===== src/rtl/rob_retire_if.sv =====
// rob_retire_if: dispatch/complete/flush inputs and retire/status outputs of the reorder buffer
interface rob_retire_if #(
    parameter int TAG_W = 6,
    parameter int IDX_W = 5
);
    logic             dispatch_en;
    logic [TAG_W-1:0] dispatch_t;
    logic [TAG_W-1:0] dispatch_t_old;
    logic [IDX_W-1:0] dispatch_idx;
    logic             complete_en;
    logic [IDX_W-1:0] complete_idx;
    logic             flush;
    logic             rob_full;
    logic             rob_empty;
    logic             retire_en;
    logic [TAG_W-1:0] retire_t;
    logic [TAG_W-1:0] retire_t_old;

    modport master (
        output dispatch_en, dispatch_t, dispatch_t_old, complete_en, complete_idx, flush,
        input  dispatch_idx, rob_full, rob_empty, retire_en, retire_t, retire_t_old
    );

    modport slave (
        input  dispatch_en, dispatch_t, dispatch_t_old, complete_en, complete_idx, flush,
        output dispatch_idx, rob_full, rob_empty, retire_en, retire_t, retire_t_old
    );
endinterface


===== src/rtl/rob_retire.sv =====
// rob_retire: in-order reorder buffer retiring completed head entries to the arch map
module rob_retire #(
    parameter int ROB_SZ = 32,
    parameter int TAG_W  = 6,
    parameter int IDX_W  = $clog2(ROB_SZ)
) (
    input logic         clock,
    input logic         reset,
    rob_retire_if.slave rob
);
    logic [ROB_SZ-1:0] valid_q, valid_d, done_q, done_d;
    logic [TAG_W-1:0]  t_q [ROB_SZ];
    logic [TAG_W-1:0]  t_old_q [ROB_SZ];
    logic [IDX_W-1:0]  head_q, head_d, tail_q, tail_d;
    logic [IDX_W:0]    count_q, count_d;
    logic              full, accept, retire;

    assign full   = count_q == (IDX_W+1)'(ROB_SZ);
    assign accept = rob.dispatch_en & ~full;
    // gated by reset so the arch map never sees a retire in a reset cycle
    assign retire = reset & ~rob.flush & valid_q[head_q] & done_q[head_q];

    assign rob.rob_full     = full;
    assign rob.rob_empty    = count_q == '0;
    assign rob.dispatch_idx = tail_q;
    assign rob.retire_en    = retire;
    assign rob.retire_t     = retire ? t_q[head_q] : '0;
    assign rob.retire_t_old = retire ? t_old_q[head_q] : '0;

    always_comb begin
        valid_d = valid_q;
        done_d  = done_q;
        head_d  = head_q;
        tail_d  = tail_q;
        count_d = count_q;
        if (rob.flush) begin
            valid_d = '0;
            done_d  = '0;
            head_d  = '0;
            tail_d  = '0;
            count_d = '0;
        end else begin
            if (rob.complete_en && valid_q[rob.complete_idx]) done_d[rob.complete_idx] = 1'b1;
            if (retire) begin
                valid_d[head_q] = 1'b0;
                done_d[head_q]  = 1'b0;
                head_d          = head_q + IDX_W'(1);
            end
            if (accept) begin
                valid_d[tail_q] = 1'b1;
                done_d[tail_q]  = 1'b0;
                tail_d          = tail_q + IDX_W'(1);
            end
            count_d = count_q + (IDX_W+1)'(accept) - (IDX_W+1)'(retire);
        end
    end

    always_ff @(posedge clock) begin
        if (!reset) begin
            valid_q <= '0;
            done_q  <= '0;
            head_q  <= '0;
            tail_q  <= '0;
            count_q <= '0;
        end else begin
            valid_q <= valid_d;
            done_q  <= done_d;
            head_q  <= head_d;
            tail_q  <= tail_d;
            count_q <= count_d;
        end
    end

    // payload is only observable through a valid entry, so it needs no reset
    always_ff @(posedge clock) begin
        if (accept) begin
            t_q[tail_q]     <= rob.dispatch_t;
            t_old_q[tail_q] <= rob.dispatch_t_old;
        end
    end
endmodule


===== src/flat_wrapper.sv =====
// flat-port wrapper written by rule: the top's interface ports become plain ports
module rob_retire_flat 
#(
    parameter int ROB_SZ = 32,
    parameter int TAG_W  = 6,
    parameter int IDX_W  = $clog2(ROB_SZ)
)
  (clock, reset, rob_dispatch_en, rob_dispatch_t, rob_dispatch_t_old, rob_complete_en, rob_complete_idx, rob_flush, rob_dispatch_idx, rob_rob_full, rob_rob_empty, rob_retire_en, rob_retire_t, rob_retire_t_old);
  rob_retire_if #(.TAG_W(TAG_W), .IDX_W(IDX_W)) rob_i ();
  input logic clock;
  input logic reset;
  input wire logic [$bits(rob_i.dispatch_en)-1:0] rob_dispatch_en;
  input wire logic [$bits(rob_i.dispatch_t)-1:0] rob_dispatch_t;
  input wire logic [$bits(rob_i.dispatch_t_old)-1:0] rob_dispatch_t_old;
  input wire logic [$bits(rob_i.complete_en)-1:0] rob_complete_en;
  input wire logic [$bits(rob_i.complete_idx)-1:0] rob_complete_idx;
  input wire logic [$bits(rob_i.flush)-1:0] rob_flush;
  output wire logic [$bits(rob_i.dispatch_idx)-1:0] rob_dispatch_idx;
  output wire logic [$bits(rob_i.rob_full)-1:0] rob_rob_full;
  output wire logic [$bits(rob_i.rob_empty)-1:0] rob_rob_empty;
  output wire logic [$bits(rob_i.retire_en)-1:0] rob_retire_en;
  output wire logic [$bits(rob_i.retire_t)-1:0] rob_retire_t;
  output wire logic [$bits(rob_i.retire_t_old)-1:0] rob_retire_t_old;
  assign rob_i.dispatch_en = rob_dispatch_en;
  assign rob_i.dispatch_t = rob_dispatch_t;
  assign rob_i.dispatch_t_old = rob_dispatch_t_old;
  assign rob_i.complete_en = rob_complete_en;
  assign rob_i.complete_idx = rob_complete_idx;
  assign rob_i.flush = rob_flush;
  assign rob_dispatch_idx = rob_i.dispatch_idx;
  assign rob_rob_full = rob_i.rob_full;
  assign rob_rob_empty = rob_i.rob_empty;
  assign rob_retire_en = rob_i.retire_en;
  assign rob_retire_t = rob_i.retire_t;
  assign rob_retire_t_old = rob_i.retire_t_old;
  rob_retire #(.ROB_SZ(ROB_SZ), .TAG_W(TAG_W), .IDX_W(IDX_W)) u_core (.clock(clock), .reset(reset), .rob(rob_i));
endmodule

===== config.mk =====
export PLATFORM = sky130hd
export DESIGN_NAME = rob_retire_flat
export DESIGN_NICKNAME = d
export VERILOG_FILES = /design/src/rtl/rob_retire_if.sv /design/src/rtl/rob_retire.sv /design/src/flat_wrapper.sv
export SDC_FILE = /design/constraint.sdc
export NUM_CORES = 1
export LEC_CHECK = 0
export CAP_MARGIN = 20
export CELL_PAD_IN_SITES_DETAIL_PLACEMENT = 0
export CELL_PAD_IN_SITES_GLOBAL_PLACEMENT = 1
export CORE_MARGIN = 2
export CORE_UTILIZATION = 45
export DETAILED_ROUTE_END_ITERATION = 6
export GPL_TIMING_DRIVEN = 0
export HOLD_SLACK_MARGIN = 0.12
export PLACE_DENSITY = 0.76
export REMOVE_ABC_BUFFERS = 1
export SYNTH_ARGS = -nofsm -noshare
export SYNTH_HDL_FRONTEND = slang
export SYNTH_SLANG_ARGS = --single-unit

===== constraint.sdc =====
create_clock -name clock -period 3.4 [get_ports clock]
set_input_delay 0.68 -clock clock [delete_from_list [all_inputs] [get_ports clock]]
set_output_delay 0.68 -clock clock [all_outputs]
set_load 0.05 [all_outputs]

After elaboration in Yosys (flattened, before gate mapping). Memory sizes are Yosys's and may differ from the RTL's. A register that Yosys moved wholly into a read port is not among the register bits. Cells that the tools add are included.

Memories kept: 2. Input bits: 22. Register bits: 80. Bits in writable memories: 384. Word-level logic and storage cells: 66. Output and inout port bits: 20.

Memory list: u_core.t_old_q (words 32, bits a word 6, rd ports 1, clocked after memory_dff 1, write ports 1, line rob_retire.sv:13) `logic [TAG_W-1:0] t_old_q [ROB_SZ];`; u_core.t_q (words 32, bits a word 6, rd ports 1, clocked after memory_dff 1, write ports 1, line rob_retire.sv:12) `logic [TAG_W-1:0] t_q [ROB_SZ];`.

Magnitude comparators: 6. Bitwise operators: 14. Muxes and demuxes: 28. Add/subtract/negate cells: 4. Eq/ne operators: 1. Reductions and logical operators: 6.

Operators by type and width (count): $mux W32 (8); $and A32 B32 Y32 (3); $not A32 Y32 (2); $or A32 B32 Y32 (2); $mux W5 (4); $lt A5 B6 Y1 const B (3); $bmux W1 S5 (3); $demux W1 S5 (3); $ge A5 B1 Y1 const B (3); $mux W6 (2); $add A5 B1 Y5 const B (2); $mux W1 (8); $add A6 B1 Y6 (1); $eq A6 B6 Y1 const B (1); $logic_not A6 Y1 (1); $sub A6 B1 Y6 (1); $and A1 B1 Y1 (4); $logic_and A1 B1 Y1 (4); $not A1 Y1 (3); $reduce_or A2 Y1 (1).

Depth between registers and ports, before layout.
Word-level depth: 12. Gate-level depth with buffers: 19. Depth with buffers taken out: 15.

Worst setup path after synthesis. OpenSTA, ideal clock, no wires.

Kind: reg2reg. Start: register u_core.head_q[0]. End: register u_core.count_q[4]. Path buffers: 2. Setup time: 128 ps. Data arrival time: 3765 ps. Stages on the path, launching flop included: 18. Slack: -492 ps. Path through: dfxtp_1 buf_4 mux4_2 a22oi_1 o211a_1 nand3_1 nand2_1 clkbuf_1 inv_1 ha_1 inv_1 ha_1 fa_1 a21oi_1 nor2_1 nor2_1 xor2_1 nor2_1.

Cells in the longest elaborated chain, start to end: 5. Elaborated cells on any way between the ends: 7.

RTL lines: from (decl) (line rob_retire.sv:14) `logic [IDX_W-1:0] head_q, head_d, tail_q, tail_d;`; from (signal assigned) (line rob_retire.sv:62) `head_q <= '0;`; from (signal assigned) (line rob_retire.sv:68) `head_q <= head_d;`; $bmux W1 S5 (line rob_retire.sv:21) `assign retire = reset & ~rob.flush & valid_q[head_q] & done_q[head_q];`; $mux W1 (not written as such) (line rob_retire.sv:21); $and A1 B1 Y1 (line rob_retire.sv:21); $and A1 B1 Y1 (*) (line rob_retire.sv:21); via rob_retire_en (line flat_wrapper.sv:21) `output wire logic [$bits(rob_i.retire_en)-1:0] rob_retire_en;`; $sub A6 B1 Y6 (*) (line rob_retire.sv:54) `count_d = count_q + (IDX_W+1)'(accept) - (IDX_W+1)'(retire);`; to (signal assigned) (line rob_retire.sv:70) `count_q <= count_d;`; to (decl) (line rob_retire.sv:15) `logic [IDX_W:0] count_q, count_d;`.

Mark *: on every way through the listed nets, which the timed path passes. The rest lies on a longest branch. The select of a mux whose other input is x is not followed. A chain may end at the register's enable or synchronous reset.

==> reports/metrics.yaml <==
status: "complete, but fails checks"
violations: "negative setup slack"
setup_tns_ps: -1449
syn_area_um2: 19400
synth_mux_area_frac: 0.1732
clk_pin_slew_worst_paths_ps: 60
maxSlewHeadroom: 0.2132
ys_seq_area_frac: 0.6821
worst_slack_ps: -196.5
synth_compound_area_frac: 0.04895
grt_max_degree: 39
synth_simple_gate_area_frac: 0.05585
syn2layout_area_growth_pct: 21.77
hold_viol_final: 0
vias: 11230
critPathMaxFanout: 5
worst_hold_path_type: "register to register"
critPathLaunchType: "register"
slew_violations: 0
ctsHtreeMaxLevel: 2
p_comb_frac: 0.031
dr.pass1.iters: 5
power_per_cell_area_nw_per_um2: 517.1
layout_commonest_cell: "edfxtp_1"
cts_hold_buf: 0
start_util: 0.4534
ios: 42
tightestPinTransition_ps: 1179
required_ps: 2720
routed_wl_um: 50560
rsz0062_at_grt: "yes"
finalSetupViolations: 12
drt-initial-drc-count: 1357
coreArea_um2: 42790
tritoncts: "yes"
p_switching_mw: 2.510
clk_latency_ps: 590
io_buffers: 41
layout_common_cells: "edfxtp_1, mux4_2, dfxtp_1, nand2_1, clkbuf_16"
drcViolationCount: 0
grt_overflow: 0
cts_buffers: 48
grt_pass1_wl_um: 73260
finalNetCount: 1263
n_antenna_cell: 0
ys_ff_latch: 469
dieHeight_um: 211.6
finalClockSkew_ps: 13.94
synth_area_per_cell_um2: 17.26
place.gp.congestion: 0.8639
grt_pass1_vias: 11100
dp_slack_ps: -1711
max_freq_mhz: 278.1
leakagePower_nw: 7.404
fin_crit_ps: 3596
postLayoutCellArea_um2: 23620
place_hpwl_um: 28220
peakVddDrop_v: 0.0003781
synth-xor-area-share: 0.003160
core.rowCount: 76
pwr-share-seq: 0.510
synth-async-reset-ratio: 0
synth_edf_count: 384
placed_area_um2: 20620
end_kind: "primary output"
yosysUniqueCellTypes: 65
power_frac_clock: 0.459
p_sw_frac: 0.2055
synth_ff_type: "edfxtp_1"
fp.dieArea_um2: 44790
cts_sinks: 469
drtAntennaViolNets: 0
synth_top_family_by_area: "multiplexers"
synthAdderAreaFrac: 0.01200
clockBufferDepth: 3
netlist_instances: 1124
cp.arrival_ps: 2920
viasPerCell: 6.209
yosysWarningCount: 0
chipWidth_um: 211.6
root_buffer: "clkbuf_16"
drv_cap: 0
route.detailed.wl_per_inst_um: 27.97
drive_gt1_frac: 0.3122
antenna_found_initial: 0
finalCritPeriodShare: 1.058
intPower_mw: 9.705
timing_worst_setup_path_type: "register to primary output"
grt_util_all_layers: 0.2290
==> worst paths after layout <==
path,end,startpoint,cells past startpoint,slack (ps)
setup / recovery,rob_retire_t_old[4],register,8,-200
hold reg to reg,u_core.valid_q[21]$_SDFF_PP0_,u_core.valid_q[21]$_SDFF_PP0_,2,460
setup reg to reg,u_core.count_q[4]$_SDFF_PP0_,u_core.head_q[0]$_SDFFE_PP0N_,17,40
hold / removal,u_core.valid_q[21]$_SDFF_PP0_,u_core.valid_q[21]$_SDFF_PP0_,2,460
==> per-layer routing <==
metal	vias to the layer above	share of wire	global-route usage
met3	112	0.081	0.03991
met1	5793	0.40	0.3127
met4	0	0.038	0.09034
li1	4751	-	-
met2	570	0.48	0.3688
met5	-	0	0
==> Yosys cell counts, drive strengths merged (7+ instances only) <==
cell	n	area, µm²
nor4	25	175.2
mux2i	29	290.3
nor3	12	81.33
o2bb2ai	7	61.31
edfxtp	384	11530
inv	38	142.6
o21ai	21	105.1
ha	17	212.7
mux4	133	3003
nor2	50	187.7
o31ai	10	75.07
buf	24	151.4
a211oi	9	67.56
a31oi	38	237.7
nand3	11	55.05
dfxtp	85	1702
a2111oi	11	96.34
a21oi	21	105.1
clkbuf	49	185.2
nand2	66	247.7
==> critical path, cell delays in order, from the launching register on <==
cell	delay, ps
dfxtp_4	410
buf_8	160
buf_12	130
buf_16	110
mux4_2	530
mux4_2	550
mux2i_4	200
nor2_4	80
buf_8	150
==> per-stage QoR <==
stage,util,hold slack [ps],std cells,power [mW]
after floorplan,-,434.7,1051,6.497
after global placement,0.4711,447.4,1638,6.663
after detailed placement,0.4820,453.4,1660,6.680
after CTS,0.5430,463.5,1789,12.25
after global routing,0.5521,496.2,1808,12.52
final,0.5521,463.9,1808,12.22
==> cells by family after synthesis <==
family,count (synthesis)
AOI/OAI and AO/OA,141
buffers and inverters,111
and+or+nand+nor,210
adders and majority gates,18
xor gates and xnor gates,7
muxes,168
DFF,469
==> flip-flops by register name (all words and copies together), names as in the netlist, named ones only <==
name,count
u_core.done_q,32
u_core.rob.dispatch_idx,5
u_core.head_q,5
u_core.t_old_q,192
u_core.count_q,6
u_core.valid_q,32
u_core.t_q,192
==> final cells by class <==
class	count	area, µm²
Tap cell	546	683.2
Fill cell	3269	19170
Clock buffer	56	1252
Inverter	38	150.1
Sequential cell	469	13260
Multi-Input combinational cell	545	6050
Timing Repair Buffer	121	1798
Clock inverter	33	429.2
==> power groups by stage <==
stage	clock (mW)	combinational [mW]	sequential, mW
after floorplan	0	0.134	6.36
after global placement	0	0.299	6.36
after detailed placement	0	0.316	6.36
after CTS	5.68	0.334	6.24
after global routing	5.89	0.397	6.23
final	5.61	0.373	6.23
==> repair_timing <==
action / in CTS / in global routing
resized for setup: 173 / 19
setup buffers: 30 / 10
pin swaps: 15 / 15
cloned: 10 / 2
setup endpoints to repair: 62 / 29
(Power assumes the default switching activity.)
